### config.mk
export PLATFORM = sky130hd
export DESIGN_NAME = mem_arbiter
export DESIGN_NICKNAME = d
export VERILOG_FILES = /design/src/rtl/mem_arbiter_pkg.sv /design/src/rtl/mem_arbiter_perf_cnt.sv /design/src/rtl/mem_arbiter.sv
export SDC_FILE = /design/constraint.sdc
export NUM_CORES = 1
export LEC_CHECK = 0
export ABC_AREA = 1
export ABC_CLOCK_PERIOD_IN_PS = 3300
export BUFFER_PORTS_ARGS = -buffer_cell sky130_fd_sc_hd__buf_2
export CORE_ASPECT_RATIO = 0.7
export CORE_MARGIN = 2
export CORE_UTILIZATION = 51
export CTS_BUF_LIST = sky130_fd_sc_hd__clkbuf_2
export CTS_CLUSTER_SIZE = 16
export DETAILED_ROUTE_END_ITERATION = 7
export PLACE_DENSITY = 0.91
export SLEW_MARGIN = 15
export SYNTH_ARGS = -nofsm -noshare
export SYNTH_HDL_FRONTEND = slang
export SYNTH_SLANG_ARGS = --single-unit
### constraint.sdc
create_clock -name clk_i -period 3.3 [get_ports clk_i]
set_input_delay 0.33 -clock clk_i [delete_from_list [all_inputs] [get_ports clk_i]]
set_output_delay 0.33 -clock clk_i [all_outputs]
set_load 0.05 [all_outputs]
### src/rtl/mem_arbiter_pkg.sv
// Shared types and default sizes for the fetch/data memory arbiter.
// The optional stall counter is enabled by defining MEM_ARBITER_PERF_EN.
package mem_arbiter_pkg;

  localparam int DEF_MEM_LAT = 2;
  localparam int DEF_DATA_W  = 32;

  typedef enum logic [1:0] {
    IDLE   = 2'd0,
    ACCESS = 2'd1,
    RESP   = 2'd2
  } state_t;

  typedef enum logic {
    OWN_IF = 1'b0,
    OWN_DM = 1'b1
  } owner_t;

endpackage

### src/rtl/mem_arbiter_perf_cnt.sv
// Saturating 32-bit counter of stalled cycles.
// Only instantiated when MEM_ARBITER_PERF_EN is defined.
module mem_arbiter_perf_cnt (
  input  logic        clk_i,
  input  logic        rst_i,
  input  logic        inc_i,
  output logic [31:0] count_o
);

  // Holds at all-ones once reached so long runs never wrap to a small value
  always_ff @(posedge clk_i) begin
    if (rst_i) begin
      count_o <= '0;
    end else if (inc_i && (count_o != 32'hFFFF_FFFF)) begin
      count_o <= count_o + 32'd1;
    end
  end

endmodule

### src/rtl/mem_arbiter.sv
// Single-port memory arbiter shared by instruction fetch and data access; data wins.
// Define MEM_ARBITER_PERF_EN to add the perf_stall_cnt_o stall-cycle counter.
module mem_arbiter
  import mem_arbiter_pkg::*;
#(
  parameter int MEM_LAT = DEF_MEM_LAT,
  parameter int DATA_W  = DEF_DATA_W
) (
  input  logic              clk_i,
  input  logic              rst_i,
  input  logic              start_i,
  input  logic              if_req_i,
  input  logic [DATA_W-1:0] if_addr_i,
  output logic [DATA_W-1:0] if_rdata_o,
  output logic              if_valid_o,
  input  logic              dm_req_i,
  input  logic              dm_we_i,
  input  logic [DATA_W-1:0] dm_addr_i,
  input  logic [DATA_W-1:0] dm_wdata_i,
  output logic [DATA_W-1:0] dm_rdata_o,
  output logic              dm_valid_o,
  output logic              mem_en_o,
  output logic              mem_we_o,
  output logic [DATA_W-1:0] mem_addr_o,
  output logic [DATA_W-1:0] mem_wdata_o,
  input  logic [DATA_W-1:0] mem_rdata_i,
  output logic              stall_o
`ifdef MEM_ARBITER_PERF_EN
  ,
  output logic [31:0]       perf_stall_cnt_o
`endif
);

  localparam int CNT_W = $clog2(MEM_LAT + 1);

  state_t            state;
  owner_t            owner;
  logic              we_q;
  logic [DATA_W-1:0] addr_q;
  logic [DATA_W-1:0] wdata_q;
  logic [CNT_W-1:0]  cnt_q;
  logic [DATA_W-1:0] if_rdata_q;
  logic [DATA_W-1:0] dm_rdata_q;

  // Counter is loaded with MEM_LAT-1 so the ACCESS cycle that sees zero is the last one
  always_ff @(posedge clk_i) begin
    if (rst_i) begin
      state      <= IDLE;
      owner      <= OWN_IF;
      we_q       <= 1'b0;
      addr_q     <= '0;
      wdata_q    <= '0;
      cnt_q      <= '0;
      if_rdata_q <= '0;
      dm_rdata_q <= '0;
    end else begin
      case (state)
        IDLE: begin
          if (start_i && (dm_req_i || if_req_i)) begin
            state <= ACCESS;
            cnt_q <= CNT_W'(MEM_LAT - 1);
            if (dm_req_i) begin
              owner   <= OWN_DM;
              we_q    <= dm_we_i;
              addr_q  <= dm_addr_i;
              wdata_q <= dm_wdata_i;
            end else begin
              owner   <= OWN_IF;
              we_q    <= 1'b0;
              addr_q  <= if_addr_i;
              wdata_q <= '0;
            end
          end
        end
        ACCESS: begin
          if (cnt_q == '0) begin
            state <= RESP;
            if (owner == OWN_IF) begin
              if_rdata_q <= mem_rdata_i;
            end else if (!we_q) begin
              dm_rdata_q <= mem_rdata_i;
            end
          end else begin
            cnt_q <= cnt_q - 1'b1;
          end
        end
        RESP: begin
          state <= IDLE;
        end
        default: begin
          state <= IDLE;
        end
      endcase
    end
  end

  assign mem_en_o    = (state == ACCESS);
  assign mem_we_o    = mem_en_o & we_q;
  assign mem_addr_o  = addr_q;
  assign mem_wdata_o = wdata_q;

  assign if_valid_o  = (state == RESP) && (owner == OWN_IF);
  assign dm_valid_o  = (state == RESP) && (owner == OWN_DM);
  assign if_rdata_o  = if_rdata_q;
  assign dm_rdata_o  = dm_rdata_q;

  assign stall_o = (if_req_i & ~if_valid_o) | (dm_req_i & ~dm_valid_o);

`ifdef MEM_ARBITER_PERF_EN
  mem_arbiter_perf_cnt u_perf_cnt (
    .clk_i   (clk_i),
    .rst_i   (rst_i),
    .inc_i   (stall_o),
    .count_o (perf_stall_cnt_o)
  );
`else
  // Default build carries no stall counter.
`endif

endmodule

==> flow_metrics.py, run 1 <==
metrics = {
    "status": {
        "status": "finished clean",
    },
    "setup_path": {
        "worstPathCellList": "nor3_1 > o22ai_1 > buf_2",
        "start_kind": "flop",
        "cp.required_ns": 2.97,
        "slowest_stage": "dfxtp_1",
        "endpoint_kind": "primary output",
        "slowest_delay_ns": 0.90,
        "crit_type": "reg -> out",
        "cp.arrival_ns": 2.35,
        "critPathMaxFanout": 21,
    },
    "final_layout": {
        "layout-drive-gt1-share_pct": 27.2,
        "antenna-diode-count": 0,
        "mostFrequentLayoutCells": "nand2_1 (268), buf_2 (266), dfxtp_1 (134)",
        "nets": 1286,
        "areaGrowthSynthToFinish_pct": 52.8,
        "final_common_cell": "nand2_1",
    },
    "clock_tree": {
        "clockBufferDepth": 2,
        "cts_resized": 0,
        "clk_transition_reported_paths_ns": 0.20,
        "cts-htree-levels": 4,
        "numCtsBuffers": 17,
        "root_buffer": "clkbuf_2",
        "clock-sinks": 134,
        "insertion_delay_ns": 0.71,
        "cts_tree": "built",
    },
    "die": {
        "start_util_pct": 52.5,
        "die_h_um": 90.5,
        "rows": 31,
        "fp.coreArea_um2": 10400,
        "io_pins": 267,
        "dieArea_um2": 11600,
        "die_w_um": 128,
    },
    "sta": {
        "period_needed_ns": 2.68,
        "setup_viol": 0,
        "clock.fmax_mhz": 373,
        "tightest_slew_ns": 0.827,
        "rsz0062_at_grt": "false",
        "skew_ns": 0.0425,
        "max_slew_margin_pct": 44.8,
        "timing.final.max_slew_violations": 0,
        "post-route-period-util_pct": 81.2,
        "hold_viol": 0,
        "fin_setup_tns_ns": 0,
    },
    "yosys": {
        "yosys.area.top_type": "dfxtp_1",
        "seq_area_frac_synth_pct": 49.2,
        "syn_inst": 783,
        "synth_seq_cells": 134,
        "synth_cell_types": 21,
        "synth.area.top_cells": "dfxtp_1 (49%), nand2_1 (18%), a21oi_1 (6.2%), nor3_1 (6.0%), nor2_1 (5.0%)",
        "synth_area_um2": 5460,
        "yosysTopAreaCellShare_pct": 49.2,
        "yosysWarnings": 0,
        "syn_area_per_cell_um2": 6.97,
        "syn-num-nets": 918,
    },
    "grt": {
        "antenna_found_initial": 0,
        "grt_overflow": 0,
        "grt_pass1_wl_um": 34900,
        "track_usage_pct": 38.2,
        "first_global_vias": 7087,
        "grt_start_max_net_pins": 70,
    },
    "route": {
        "wl_per_cell_um": 17.3,
        "drt_pass1_iterations": 8,
        "wirelength_um": 22400,
        "drc_errors": 0,
        "antenna_left": 0,
        "vias": 7205,
        "drtIter0Drc": 768,
        "viasPerCell": 5.56,
    },
    "power_and_ir_drop": {
        "finalPower_w": 0.00382,
        "p_per_area_nw_per_um2": 458,
        "peakVddDrop_mv": 0.293,
        "p_leak_nw": 4.35,
    },
    "hold_path": {
        "worstHoldPathType": "in -> reg",
    },
    "job": {
        "drv_cap": 0,
    },
    "placement": {
        "io_buffers": 266,
        "hpwl_um": 10900,
        "globalplace.congestion": 0.816,
    },
}
[sequential cells by signal (all words and copies together), names as in the netlist]
name,flops
cnt_q,2
dm_rdata_o,32
if_rdata_o,32
mem_addr_o,32
mem_wdata_o,32
owner,1
state,2
we_q,1
[report_power, final]
part	switching [W]	internal, W
sequential	0.0000539	0.00171
combinational	0.000662	0.000321
clock	0.000646	0.000431
total	0.00136	0.00246
[per-stage QoR]
stage | hold slack [ns] | util (%) | instances | cell area (µm²) | setup WS [ns]
after floorplan | 0.445 | - | 783 | 5460 | 0.742
after global placement | 0.449 | 65.2 | 1134 | 6770 | 1.35
after detailed placement | 0.452 | 65.2 | 1134 | 6770 | 1.27
after CTS | 0.134 | 80.2 | 1296 | 8340 | 0.614
after global routing | 0.204 | 80.2 | 1296 | 8340 | 0.469
final | 0.222 | 80.2 | 1296 | 8340 | 0.621
[metal layers]
metal | share of wire (%) | vias up | track usage, %
met2 | 46 | 593 | 62.7
met3 | 11 | 202 | 14.0
met4 | 8.2 | 0 | 28.8
li1 | - | 3220 | -
met1 | 35 | 3190 | 39.9
met5 | 0 | - | 0
[path summary, 6_finish.rpt]
check	startpoint	end	slack [ns]	depth (start not counted)
worst max-delay path	owner$_SDFFE_PP0P_	stall_o	0.62	3
worst min-delay path	rst_i	cnt_q[1]$_SDFFE_PP0P_	0.22	5
worst max register to register	owner$_SDFFE_PP0P_	dm_rdata_o[29]$_SDFFE_PP0P_	1.12	6
worst min register to register	mem_wdata_o[2]$_SDFFE_PP0P_	mem_wdata_o[2]$_SDFFE_PP0P_	0.47	2
[critical path, delay by kind of cell, from the launching register on]
family / cells / cell delay, ns
flops: 1 / 0.90
simple gates: 1 / 0.23
compound gates: 1 / 0.23
buf+inv: 1 / 0.29
[synthesized netlist by cell type]
cell type    n
nand2_1    268
dfxtp_1    134
nor2_1      72
a21oi_1     68
nor3_1      65
o21ai_0     47
inv_1       42
clkbuf_1    27
buf_2       22
o21ai_1     17
buf_6        4
nand3_1      4
buf_1        2
buf_4        2
clkbuf_2     2
inv_2        2
a31oi_1      1
and3_1       1
ha_1         1
nor2_2       1
o22ai_1      1
[timing repair]
item	CTS	global route
hold buffers	130	0
hold endpoints to repair	130	0
setup endpoints to repair	0	0
buffers inserted	0	0
[cell families after synthesis]
family	count (synthesis)	synth area share [%]
AND/OR/NAND/NOR	411	29.9
adder cells (fa/ha/maj)	1	0.229
buffers and inverters	103	8.32
AO/OA/AOI/OAI	134	12.3
flip-flops	134	49.2
[layout make-up]
cell class	instances	area, µm²
timing repair buffer	408	2720
sequential	134	2680
multi-input combinational	546	2340
fill	644	2060
clock inverter	14	174
inverter	44	165
tap	132	165
clock buffer	18	90.1
No activity file was read; power rests on OpenSTA's default activity.
==> run 2: changes to the inputs <==
--- a/config.mk
+++ b/config.mk
@@ -6,15 +6,15 @@
 export NUM_CORES = 1
 export LEC_CHECK = 0
 export ABC_AREA = 1
-export ABC_CLOCK_PERIOD_IN_PS = 3300
+export ABC_CLOCK_PERIOD_IN_PS = 2600
 export BUFFER_PORTS_ARGS = -buffer_cell sky130_fd_sc_hd__buf_2
 export CORE_ASPECT_RATIO = 0.7
 export CORE_MARGIN = 2
-export CORE_UTILIZATION = 51
+export CORE_UTILIZATION = 48
 export CTS_BUF_LIST = sky130_fd_sc_hd__clkbuf_2
 export CTS_CLUSTER_SIZE = 16
 export DETAILED_ROUTE_END_ITERATION = 7
-export PLACE_DENSITY = 0.91
+export PLACE_DENSITY = 0.87
 export SLEW_MARGIN = 15
 export SYNTH_ARGS = -nofsm -noshare
 export SYNTH_HDL_FRONTEND = slang
==> constraint.sdc (replaced) <==
create_clock -name clk_i -period 2.6 [get_ports clk_i]
set_input_delay 0.26 -clock clk_i [delete_from_list [all_inputs] [get_ports clk_i]]
set_output_delay 0.26 -clock clk_i [all_outputs]
set_load 0.05 [all_outputs]
==> run 2 against run 1 <==
Net effect:
- first-iteration DRC count fell by 26%
- final area is 0.71% lower
- clock skew down 0.012 ns
- combinational power grew 26%
- clock-buffer cell count fell by 1
- wire length is 5.0% lower
- sequential share of layout area up 0.23 points
- non-clock buffer count shrank 1
- worst setup slack lost 0.059 ns
- flip-flop and latch count is the same
==> flow_metrics.py, run 2 (same netlist as run 1, synthesis figures left out) <==
metrics = {
    "final_layout": {
        "layout-drive-gt1-share_pct": 27.0,
        "multi_input_area_um2": 2340,
        "nets": 1285,
        "areaGrowthSynthToFinish_pct": 51.8,
        "fillCellCount": 723,
        "design_area_um2": 8280,
        "antenna-diode-count": 0,
        "mostFrequentLayoutCells": "nand2_1 (268), buf_2 (266), dfxtp_1 (134)",
        "area.sequential_um2": 2680,
        "final_common_cell": "nand2_1",
        "stdcell_count": 1316,
    },
    "power_and_ir_drop": {
        "peakVddDrop_mv": 0.438,
        "p_leak_nw": 4.31,
        "p_per_area_nw_per_um2": 542,
    },
    "route": {
        "drc_errors": 0,
        "drtIter0Drc": 568,
        "viasPerCell": 5.29,
        "drt_pass1_iterations": 5,
        "wl_per_cell_um": 16.2,
        "vias": 6968,
        "wirelength_um": 21300,
        "antenna_left": 0,
    },
    "grt": {
        "grt_overflow": 0,
        "first_global_vias": 6922,
        "antenna_found_initial": 1,
        "grt_pass1_wl_um": 33700,
        "track_usage_pct": 34.2,
        "grt_start_max_net_pins": 70,
    },
    "sta": {
        "fin_setup_tns_ns": 0,
        "setup_viol": 0,
        "timing.final.max_slew_violations": 0,
        "skew_ns": 0.0305,
        "hold_slack_ns": 0.0928,
        "hold_viol": 0,
        "rsz0062_at_grt": "false",
        "post-route-period-util_pct": 78.4,
        "period_needed_ns": 2.04,
        "max_slew_margin_pct": 51.0,
        "clock.fmax_mhz": 491,
        "tightest_slew_ns": 0.735,
    },
    "placement": {
        "place_area_um2": 6810,
        "io_buffers": 266,
        "globalplace.congestion": 0.826,
        "hpwl_um": 10600,
        "dp.cells": 1155,
    },
    "hold_path": {
        "min_from": "start_i",
        "worstHoldPathType": "in -> reg",
    },
    "clock_tree": {
        "root_buffer": "clkbuf_2",
        "clk_transition_reported_paths_ns": 0.17,
        "numCtsBuffers": 17,
        "insertion_delay_ns": 0.68,
        "cts_tree": "built",
        "post_cts_buffers": 0,
        "cts-htree-levels": 4,
        "clockBufferDepth": 2,
        "clock-sinks": 134,
    },
    "die": {
        "dieArea_um2": 12300,
        "die_w_um": 131,
        "rows": 32,
        "fp.coreArea_um2": 11100,
        "die_h_um": 93.2,
        "start_util_pct": 49.4,
        "io_pins": 267,
    },
    "job": {
        "drv_cap": 0,
    },
    "setup_path": {
        "critPathMaxFanout": 5,
        "reg2reg_from": "cnt_q[0]$_SDFFE_PP0P_",
        "cp-startpoint": "state[0]$_SDFFE_PP0P_",
        "start_kind": "flop",
        "cp.required_ns": 2.34,
        "cp.arrival_ns": 1.78,
        "crit_type": "reg -> out",
        "endpoint_kind": "primary output",
    },
    "status": {
        "status": "finished clean",
    },
}
==> run 2: per-layer routing <==
layer  routed length [µm]  share of wire, %  up-vias  GRT usage [%]
met4                 1300               6.1        2           21.8
met3                 2050               9.6      137           11.8
met1                 8030                38     3128           37.4
met2                 9930                47      476           57.4
li1                     -                 -     3225              -
met5                   13             0.061        -              0
==> run 2: where the power goes <==
group          switching, W  internal, W  total [W]
clock network      0.000787     0.000229    0.00102
logic              0.000831     0.000410    0.00124
registers         0.0000615      0.00217    0.00223
==> run 2: worst paths after layout <==
kind	slack (ns)	cells past startpoint	endpoint
hold / removal	0.09	3	state[0]$_SDFFE_PP0P_
hold reg to reg	0.48	2	mem_wdata_o[8]$_SDFFE_PP0P_
setup / recovery	0.56	4	stall_o
setup reg to reg	0.94	6	dm_rdata_o[10]$_SDFFE_PP0P_
==> run 2: critical path, cell delays in order, from the launching register on <==
cell and delay [ns]:
dfxtp_1 0.43, inv_1 0.07, and3_1 0.18, o22ai_1 0.14, buf_2 0.30
==> run 2: through the flow <==
stage | worst slack [ns] | util, % | total power (W)
2_1_floorplan | 0.112 | - | 0.00298
3_3_place_gp | 1.09 | 61.7 | 0.00326
3_5_place_dp | 1.03 | 61.7 | 0.00328
4_1_cts | 0.497 | 74.9 | 0.00442
5_1_grt | 0.416 | 74.9 | 0.00468
6_report | 0.562 | 74.9 | 0.00449
==> run 2: area by class of cell <==
| class | instances | area share (%) |
|---|---|---|
| multi-input combinational | 546 | 28.3 |
| tap | 153 | 2.31 |
| timing repair buffer | 407 | 32.9 |
| clock inverter | 15 | 1.10 |
| clock buffer | 17 | 1.03 |
| inverter | 44 | 1.99 |
| sequential | 134 | 32.4 |
==> run 2: repair_timing <==
action                                  4_1_cts  5_1_grt
hold endpoints to repair                    129        0
gates resized for setup                       0        0
endpoints found under the setup margin        0        0
hold buffers                                129        0
